### src/rtl/id_pkg.sv
// Shared decode constants and pipeline-register types for the ID stage.
// Used by id_stage and id_regfile.
package id_pkg;

   localparam logic [5:0] OP_RTYPE = 6'h00;
   localparam logic [5:0] OP_ADDI  = 6'h08;
   localparam logic [5:0] OP_LW    = 6'h23;
   localparam logic [5:0] OP_SW    = 6'h2B;
   localparam logic [5:0] OP_BEQ   = 6'h04;

   localparam logic [5:0] FN_ADD = 6'h20;
   localparam logic [5:0] FN_SUB = 6'h22;
   localparam logic [5:0] FN_AND = 6'h24;
   localparam logic [5:0] FN_OR  = 6'h25;
   localparam logic [5:0] FN_SLT = 6'h2A;

   typedef enum logic [2:0] {
      ALU_ADD = 3'd0,
      ALU_SUB = 3'd1,
      ALU_AND = 3'd2,
      ALU_OR  = 3'd3,
      ALU_SLT = 3'd4
   } alu_op_e;

   typedef struct packed {
      alu_op_e alu_op;
      logic    alu_src;
      logic    reg_dst;
      logic    reg_write;
      logic    mem_read;
      logic    mem_write;
      logic    mem_to_reg;
      logic    branch;
   } ctrl_t;

   typedef struct packed {
      logic [31:0] pc;
      logic [31:0] rs_data;
      logic [31:0] rt_data;
      logic [31:0] imm;
      logic [4:0]  rs;
      logic [4:0]  rt;
      logic [4:0]  rd;
      ctrl_t       ctrl;
   } idex_t;

   localparam ctrl_t CTRL_NOP    = '0;
   localparam idex_t IDEX_BUBBLE = '0;

   function automatic logic [31:0] sign_ext16(input logic [15:0] v);
      return {{16{v[15]}}, v};
   endfunction

endpackage

### src/rtl/id_regfile.sv
// 32x32 register file, two combinational read ports and one write port; r0 reads 0.
// Optional write-through bypass when ID_RF_BYPASS_EN is defined.
module id_regfile
   import id_pkg::*;
#(
   parameter int unsigned XLEN = 32
) (
   input  logic            clk_i,
   input  logic            n_rst_i,
   input  logic [4:0]      raddr_a_i,
   input  logic [4:0]      raddr_b_i,
   output logic [XLEN-1:0] rdata_a_o,
   output logic [XLEN-1:0] rdata_b_o,
   input  logic            we_i,
   input  logic [4:0]      waddr_i,
   input  logic [XLEN-1:0] wdata_i
);

`ifdef ID_RF_BYPASS_EN
   localparam logic BYPASS_EN = 1'b1;
`else
   localparam logic BYPASS_EN = 1'b0;
`endif

   logic [XLEN-1:0] regs_q [32];
   logic            wr_en_s;

   assign wr_en_s = we_i && (waddr_i != 5'd0);

   // Register array storage with asynchronous clear.
   always_ff @(posedge clk_i or negedge n_rst_i) begin
      if (!n_rst_i) begin
         for (int i = 0; i < 32; i++) begin
            regs_q[i] <= '0;
         end
      end else if (wr_en_s) begin
         regs_q[waddr_i] <= wdata_i;
      end
   end

   // Read port A; bypass returns the in-flight write data.
   always_comb begin
      rdata_a_o = '0;
      if (raddr_a_i == 5'd0) begin
         rdata_a_o = '0;
      end else if (BYPASS_EN && wr_en_s && (waddr_i == raddr_a_i)) begin
         rdata_a_o = wdata_i;
      end else begin
         rdata_a_o = regs_q[raddr_a_i];
      end
   end

   // Read port B; same structure as port A.
   always_comb begin
      rdata_b_o = '0;
      if (raddr_b_i == 5'd0) begin
         rdata_b_o = '0;
      end else if (BYPASS_EN && wr_en_s && (waddr_i == raddr_b_i)) begin
         rdata_b_o = wdata_i;
      end else begin
         rdata_b_o = regs_q[raddr_b_i];
      end
   end

endmodule

### src/rtl/id_stage.sv
// Instruction-decode stage: decode, register read, load-use stall, ID/EX register.
// Define ID_RF_BYPASS_EN to enable register-file write-through.
module id_stage
   import id_pkg::*;
#(
   parameter int unsigned XLEN           = 32,
   parameter bit          NOP_ON_ILLEGAL = 1'b1
) (
   input  logic            clk_i,
   input  logic            n_rst_i,
   input  logic [XLEN-1:0] IFID_pc_i,
   input  logic [31:0]     IFID_ir_i,
   input  logic            MEM_do_branch_i,
   input  logic            WB_we_i,
   input  logic [4:0]      WB_waddr_i,
   input  logic [XLEN-1:0] WB_wdata_i,
   output logic            ID_stall_o,
   output logic [XLEN-1:0] IDEX_pc_o,
   output logic [XLEN-1:0] IDEX_rs_data_o,
   output logic [XLEN-1:0] IDEX_rt_data_o,
   output logic [XLEN-1:0] IDEX_imm_o,
   output logic [4:0]      IDEX_rs_o,
   output logic [4:0]      IDEX_rt_o,
   output logic [4:0]      IDEX_rd_o,
   output logic [2:0]      IDEX_alu_op_o,
   output logic            IDEX_alu_src_o,
   output logic            IDEX_reg_dst_o,
   output logic            IDEX_reg_write_o,
   output logic            IDEX_mem_read_o,
   output logic            IDEX_mem_write_o,
   output logic            IDEX_mem_to_reg_o,
   output logic            IDEX_branch_o
);

   logic [5:0]      opcode_s;
   logic [5:0]      funct_s;
   logic [4:0]      rs_s;
   logic [4:0]      rt_s;
   logic [4:0]      rd_s;
   logic [XLEN-1:0] rs_data_s;
   logic [XLEN-1:0] rt_data_s;
   ctrl_t           ctrl_s;
   logic            illegal_s;
   logic            bubble_s;
   logic            hazard_s;
   idex_t           idex_d;
   idex_t           idex_q;

   assign opcode_s = IFID_ir_i[31:26];
   assign funct_s  = IFID_ir_i[5:0];
   assign rs_s     = IFID_ir_i[25:21];
   assign rt_s     = IFID_ir_i[20:16];
   assign rd_s     = IFID_ir_i[15:11];

   id_regfile #(.XLEN(XLEN)) u_regfile (
      .clk_i     (clk_i),
      .n_rst_i   (n_rst_i),
      .raddr_a_i (rs_s),
      .raddr_b_i (rt_s),
      .rdata_a_o (rs_data_s),
      .rdata_b_o (rt_data_s),
      .we_i      (WB_we_i),
      .waddr_i   (WB_waddr_i),
      .wdata_i   (WB_wdata_i)
   );

   // Control decode; unknown encodings fall back to R-type ADD and are flagged.
   always_comb begin
      ctrl_s    = CTRL_NOP;
      illegal_s = 1'b0;
      case (opcode_s)
         OP_RTYPE: begin
            ctrl_s.reg_write = 1'b1;
            ctrl_s.reg_dst   = 1'b1;
            case (funct_s)
               FN_ADD:  ctrl_s.alu_op = ALU_ADD;
               FN_SUB:  ctrl_s.alu_op = ALU_SUB;
               FN_AND:  ctrl_s.alu_op = ALU_AND;
               FN_OR:   ctrl_s.alu_op = ALU_OR;
               FN_SLT:  ctrl_s.alu_op = ALU_SLT;
               default: begin
                  ctrl_s.alu_op = ALU_ADD;
                  illegal_s     = 1'b1;
               end
            endcase
         end
         OP_ADDI: begin
            ctrl_s.alu_src   = 1'b1;
            ctrl_s.reg_write = 1'b1;
         end
         OP_LW: begin
            ctrl_s.alu_src    = 1'b1;
            ctrl_s.mem_read   = 1'b1;
            ctrl_s.mem_to_reg = 1'b1;
            ctrl_s.reg_write  = 1'b1;
         end
         OP_SW: begin
            ctrl_s.alu_src   = 1'b1;
            ctrl_s.mem_write = 1'b1;
         end
         OP_BEQ: begin
            ctrl_s.branch = 1'b1;
            ctrl_s.alu_op = ALU_SUB;
         end
         default: begin
            ctrl_s.reg_write = 1'b1;
            ctrl_s.reg_dst   = 1'b1;
            illegal_s        = 1'b1;
         end
      endcase
   end

   assign bubble_s = (IFID_ir_i == 32'd0) || (illegal_s && NOP_ON_ILLEGAL);

   // The rt match is applied to every instruction, I-types included (conservative).
   assign hazard_s = idex_q.ctrl.mem_read && (idex_q.rt != 5'd0) &&
                     ((idex_q.rt == rs_s) || (idex_q.rt == rt_s));

   assign ID_stall_o = hazard_s && !MEM_do_branch_i;

   // ID/EX next state: branch flush beats stall, stall beats normal load.
   always_comb begin
      idex_d = IDEX_BUBBLE;
      if (MEM_do_branch_i) begin
         idex_d = IDEX_BUBBLE;
      end else if (hazard_s) begin
         idex_d = IDEX_BUBBLE;
      end else if (bubble_s) begin
         idex_d = IDEX_BUBBLE;
      end else begin
         idex_d.pc      = IFID_pc_i;
         idex_d.rs_data = rs_data_s;
         idex_d.rt_data = rt_data_s;
         idex_d.imm     = sign_ext16(IFID_ir_i[15:0]);
         idex_d.rs      = rs_s;
         idex_d.rt      = rt_s;
         idex_d.rd      = rd_s;
         idex_d.ctrl    = ctrl_s;
      end
   end

   // ID/EX pipeline register.
   always_ff @(posedge clk_i or negedge n_rst_i) begin
      if (!n_rst_i) begin
         idex_q <= IDEX_BUBBLE;
      end else begin
         idex_q <= idex_d;
      end
   end

   assign IDEX_pc_o         = idex_q.pc;
   assign IDEX_rs_data_o    = idex_q.rs_data;
   assign IDEX_rt_data_o    = idex_q.rt_data;
   assign IDEX_imm_o        = idex_q.imm;
   assign IDEX_rs_o         = idex_q.rs;
   assign IDEX_rt_o         = idex_q.rt;
   assign IDEX_rd_o         = idex_q.rd;
   assign IDEX_alu_op_o     = idex_q.ctrl.alu_op;
   assign IDEX_alu_src_o    = idex_q.ctrl.alu_src;
   assign IDEX_reg_dst_o    = idex_q.ctrl.reg_dst;
   assign IDEX_reg_write_o  = idex_q.ctrl.reg_write;
   assign IDEX_mem_read_o   = idex_q.ctrl.mem_read;
   assign IDEX_mem_write_o  = idex_q.ctrl.mem_write;
   assign IDEX_mem_to_reg_o = idex_q.ctrl.mem_to_reg;
   assign IDEX_branch_o     = idex_q.ctrl.branch;

endmodule
### config.mk
export PLATFORM = sky130hd
export DESIGN_NAME = id_stage
export DESIGN_NICKNAME = d
export VERILOG_FILES = /design/src/rtl/id_pkg.sv /design/src/rtl/id_regfile.sv /design/src/rtl/id_stage.sv
export SDC_FILE = /design/constraint.sdc
export NUM_CORES = 2
export LEC_CHECK = 0
export BUFFER_PORTS_ARGS = -buffer_cell sky130_fd_sc_hd__buf_4
export CAP_MARGIN = 20
export CORE_AREA = 2 2 364 366
export DETAILED_ROUTE_END_ITERATION = 8
export DIE_AREA = 0 0 366 368
export GPL_TIMING_DRIVEN = 0
export SYNTH_ARGS = -nofsm -noshare
export SYNTH_HDL_FRONTEND = slang
export SYNTH_SLANG_ARGS = --single-unit
### constraint.sdc
create_clock -name clk_i -period 1.6 [get_ports clk_i]
set_input_delay 0.32 -clock clk_i [delete_from_list [all_inputs] [get_ports clk_i]]
set_output_delay 0.32 -clock clk_i [all_outputs]
set_load 0.03 [all_outputs]
Yosys cells after proc, flatten, opt, wreduce, memory -nomap -nowiden
Index checks and enable logic that the tools add are counted.
{"block": "word_totals", "ff_bits": 1177, "in_bits": 105, "output_inout_bits": 154, "word_cells": 107}
{"block": "classes", "order_cmp": 4, "n_eq_ne": 11, "muxes": 24, "bitwise": 3, "reduce_logical": 18}
{"cell": "1024-bit bitwise mux", "n": 1}
{"cell": "153-bit two-way mux", "n": 3}
{"cell": "32-bit binary-select mux with 5-bit select", "n": 2}
{"cell": "32-bit two-way mux", "n": 7}
{"cell": "32-bit demux with 5-bit select", "n": 1}
{"cell": "6-bit equality test, second input constant", "n": 7}
{"cell": "32-bit logical NOT", "n": 1}
{"cell": "6-bit >= comparator, second input constant", "n": 3}
{"cell": "5-bit inverter with 6-bit output", "n": 3}
{"cell": "3-bit one-hot mux with 4 select lines", "n": 1}
{"cell": "5-bit equality test", "n": 2}
{"cell": "5-bit logical NOT", "n": 2}
{"cell": "5-bit nonzero test", "n": 2}
{"cell": "1-bit two-way mux", "n": 7}
{"cell": "6-bit by 3-bit equality test with 1-bit output, second input constant", "n": 1}
{"cell": "6-bit by 4-bit equality test with 1-bit output, second input constant", "n": 1}
{"cell": "6-bit logical NOT", "n": 1}
{"cell": "6-bit by 1-bit < comparator with 1-bit output, second input constant", "n": 1}
{"cell": "3-bit one-hot mux with 2 select lines", "n": 1}
{"cell": "1-bit logical AND", "n": 5}
{"cell": "5-bit OR reduction", "n": 1}
{"cell": "4-bit OR reduction", "n": 1}
{"cell": "3-bit OR reduction", "n": 1}
{"cell": "1-bit logical OR", "n": 2}
{"cell": "3 further kinds", "n": 3}

Depth between registers and ports, before layout
{"block": "depth", "depth_word": 8, "depth_mapped": 9, "ltp_nobuf": 5}

Hierarchy
Synthesis repeated with hierarchy kept, for this count alone.
{"block": "unflattened", "hier_cells": 4025, "area_unflattened_um2": 59017.9}
{"mod": "id_regfile", "n_inst": 1, "cells_per_inst": 3682, "area_each_um2": 54310.8, "seq_area_each_um2": 25624.6}
{"mod": "id_stage", "n_inst": 1, "cells_per_inst": 343, "area_each_um2": 4707.0, "seq_area_each_um2": 3278.1}

Worst setup path after synthesis
No wires, ideal clock.
{"block": "synth_timing", "kind": "input port to flip-flop", "start": "input IFID_ir_i[21]", "end": "register idex_q, in the netlist IDEX_rs_data_o[17]", "setup_time_ns": 0.127, "arrival_ns": 1.884, "t_required_ns": 1.473, "path_slack_ns": -0.411, "path_stages": 8, "n_path_buf": 3, "path_cell_list": "buf_2 -> buf_2 -> buf_2 -> mux4_2 -> a22oi_1 -> nand2_1 -> nor2_1 -> nor3_2"}
{"item": "start: declaration", "line_no": "id_stage.sv:12", "rtl": "input logic [31:0] IFID_ir_i,"}
{"item": "end signal: assignment", "line_no": "id_stage.sv:147", "rtl": "idex_q <= idex_d;"}
{"item": "end: declaration", "line_no": "id_stage.sv:47", "rtl": "idex_t idex_q;"}

Worst setup path in the final report
{"block": "layout_timing", "start": "register idex_q, in the netlist IDEX_rt_o[1]", "end": "output ID_stall_o"}
{"block": "layout_between", "elab_chain_len": 4, "word_cells_on_any_way": 7, "cone_classes": "eq/ne (2); reduce/logical (5)"}
{"item": "5-bit equality test or 5-bit nonzero test (tied branches)", "line_no": "id_stage.sv:117, id_stage.sv:116"}
{"item": "1-bit logical OR or 1-bit logical AND (tied branches)", "line_no": "id_stage.sv:117, id_stage.sv:116"}
{"item": "1-bit logical AND (*)", "line_no": "id_stage.sv:116", "rtl": "assign hazard_s = idex_q.ctrl.mem_read && (idex_q.rt != 5'd0) &&"}
{"item": "1-bit logical AND (*)", "line_no": "id_stage.sv:119", "rtl": "assign ID_stall_o = hazard_s && !MEM_do_branch_i;"}
{"item": "end: declaration", "line_no": "id_stage.sv:17", "rtl": "output logic ID_stall_o,"}
Mark *: on every way between the ends. The rest lies on a longest branch, timed or not.

==> flow_summary.toml <==
[critical_path]
r2r_setup_slack_ns = -0.76
critPathTopFamily = "flip-flops"
r2r_cells = 10
crit_path_start_kind = "flip-flop"
cp.depth = 6
path_class = "reg -> out"
crit_path_max_incr_delay_ns = 0.45
critPathLaunch = "IDEX_rt_o[1]$_DFF_PN0_"
critPathMostFrequentCell = "nand3_2"
cp_slowest_cell = "dfrtp_2"
r2r-start = "IDEX_rt_o[1]$_DFF_PN0_"
r2r-end = "IDEX_rs_data_o[0]$_DFF_PN0_"
path_buf_inv = 1
crit_arrival_ns = 2.12
crit_fanout = 3
crit_required_ns = 1.28
crit_end = "ID_stall_o"
end_kind = "primary output"
crit_chain = "xnor2_2 > nand3_2 > o22ai_4 > nand3_2 > nor2_4 > buf_6"

[sta]
finClkSkew_ns = 0.0350
slew_viol_final = 0
rsz0062_at_grt = "yes"
period_minus_slack_ns = 2.44
setup_viol = 398
finalCritPeriodShare_pct = 152
holdWs_ns = -0.567
relSlewSlack_pct = 14.7
finalHoldViolCount = 225
max_freq_mhz = 410
worst_pin_slew_ns = 1.28
timing.final.ws_setup_ns = -0.839
fin_tns_setup_ns = -103.21

[finish]
mostFrequentLayoutCell = "dfrtp_1"
final_cell_mix = "dfrtp_1, mux2_2, mux4_2"
drive_gt1_share_pct = 52.2
fin_nets = 4644
utilization_pct = 54.8
areaGrowthSynthToFinish_pct = 22.6

[cts]
cts_tree = "yes"
cts_buffers = 132
clockBufferDepth = 3
htreeDepth = 4
clk_pin_slew_ns = 0.06
clock_sinks = 1155
root_buffer = "clkbuf_16"
clk_latency_ns = 0.80

[placed_design]
port_buffers = 254
routabilityCongestion = 0.955
hpwl_mm = 156

[yosys]
yosys.area.top_type_share_pct = 49.5
synthArstFlopShare_pct = 100
synth_area_leaders = "dfrtp_1, mux2_2, mux4_2"
synth-edff-count = 0
ys_types = 44
avgSynthCellArea_sq_um = 14.8
ys_ff_latch = 1155
syn_inst = 3946
synth_fp_nets = 4051
ys.warnings.count = 0
yosysSeqAreaShare_pct = 49.5
synth_flop_cell = "dfrtp_1"
synth_area_sq_um = 58400
synth.largest_area_cell = "dfrtp_1"

[power]
p_int_mw = 61.2
powerDensity_nw_per_um2 = 1180
peakVddDrop_v = 0.00115
p_leak_nw = 31.1
p_sw_mw = 23.7
p_clk_share_pct = 36.6
combPwrFrac_pct = 18.7
power_switching_share_pct = 27.9
pwr-share-seq_pct = 44.7

[hold_path]
hold_class = "in -> async"

[detailed_routing]
avgRoutedWirePerCell_um = 36.2
drc = 0
drt-initial-drc-count = 4780
wl_mm = 231
final_antenna_net_count = 0
vias = 41700
first_pass_iters = 6
vias_per_cell = 6.52

[global_routing]
grt_pass1_wl_mm = 321
gr-usage-all-layers_pct = 33.9
grt_overflow = 0
grt_pass1_vias = 42100
antenna_found_initial = 6
grt_max_degree = 176

[floorplanning]
die_w_um = 366
die_y_um = 368
core_area_sq_um = 131000
start_util_pct = 44.7
rows = 133
io_pins = 259
dieArea_sq_um = 135000

[status]
violations = "hold timing, setup timing"
outcome = "finished, violations left"

[job]
cap_violations = 0
==> routing by layer <==
layer  share of wire (%)  vias up  wire (um)  GRT usage (%)
li1                    -    16300          -              -
met1                  39    22200      89900           43.9
met2                  44     2561     102000           50.3
met3                  11      615      26400           12.3
met4                 5.7        4      13100           17.1
met5               0.011        -         26          0.463
==> power groups by stage <==
stage | sequential [mW] | clock [mW] | combinational, mW
after floorplan | 37.0 | 0 | 10.9
after global placement | 38.0 | 0 | 14.6
after detailed placement | 38.3 | 0 | 15.0
after CTS | 37.7 | 31.3 | 15.5
after global routing | 38.5 | 32.4 | 16.8
final | 38.0 | 31.0 | 15.9
==> kinds of logic (layout without fill, tap and decap cells) <==
kind of cell / after synthesis / in the layout / synth area share, %
AND/OR/NAND/NOR: 290 / 290 / 3.57
multiplexers: 1633 / 1633 / 38.5
AO/OA/AOI/OAI: 392 / 392 / 4.82
flip-flops: 1155 / 1155 / 49.5
other: 0 / 4 / 0
buffers and inverters: 466 / 1152 / 3.50
XOR/XNOR: 10 / 10 / 0.150
==> cell type report <==
type                       count  area (sq um)
fill                       10700         59200
sequential                  1155         28900
multi-input combinational   2325         28200
timing repair buffer         464          5390
clock buffer                 191          3930
buffer                       460          2590
tap                         1755          2200
clock inverter                36           424
antenna                        4          10.0
inverter                       1          3.75
==> cells in the mapped netlist, types with 5 or more instances <==
cell and n:
o21ai_0 63, nand2b_1 5, buf_6 8, and4_1 65, dfrtp_1 1155, nor3b_1 7, a21oi_1 66, nor4_1 5
nor2_1 31, clkbuf_1 278, mux4_2 385, mux2i_1 193, mux2_2 1055, nand3_1 6, buf_1 59, xnor2_1 10
a221oi_1 63, buf_4 34, o221ai_1 63, and2_1 59, a22oi_1 128, nor3_2 61, buf_2 85, nor3_1 6
nand2_1 25
==> flip-flops by register name, indices dropped and copies added, names as in the netlist, 3 cells and up <==
register / count
u_regfile.regs_q: 1024
IDEX_pc_o: 32
IDEX_rs_data_o: 32
IDEX_rt_data_o: 32
IDEX_imm_o: 12
IDEX_rs_o: 5
IDEX_rt_o: 5
IDEX_rd_o: 4
IDEX_alu_op_o: 3
==> stage by stage <==
stage	cells	area (sq um)	hold WS, ns	power, mW	worst slack (ns)
after floorplan	3946	58600	0.0244	47.8	-0.393
after global placement	5955	62700	0.467	52.6	-15.21
after detailed placement	6002	63600	0.256	53.3	-2.21
after CTS	6357	70900	-0.597	84.6	-0.867
after global routing	6387	71600	-0.563	87.7	-0.913
final	6391	71600	-0.567	84.9	-0.839
==> worst min path at each step <==
stage | from | endpoint | slack [ns] | cells past startpoint
after global routing | n_rst_i | IDEX_pc_o[3]$_DFF_PN0_ | -0.56 | 1
after CTS | n_rst_i | u_regfile.regs_q[874]$_DFFE_PN0P_ | -0.60 | 1
after floorplan | n_rst_i | IDEX_alu_op_o[0]$_DFF_PN0_ | 0.02 | 0
after detailed placement | n_rst_i | IDEX_alu_op_o[0]$_DFF_PN0_ | 0.26 | 1
after global placement | u_regfile.regs_q[1020]$_DFFE_PN0P_ | u_regfile.regs_q[1020]$_DFFE_PN0P_ | 0.47 | 1
final | n_rst_i | IDEX_pc_o[11]$_DFF_PN0_ | -0.57 | 1
==> timing repair <==
item	CTS	global route
hold buffers	93	4
buffers inserted	31	22
hold endpoints to repair	165	75
endpoints found under the setup margin	355	728
gates cloned	7	7
gates resized for setup	417	152
pin swaps	38	25
(Power assumes the default switching activity.)
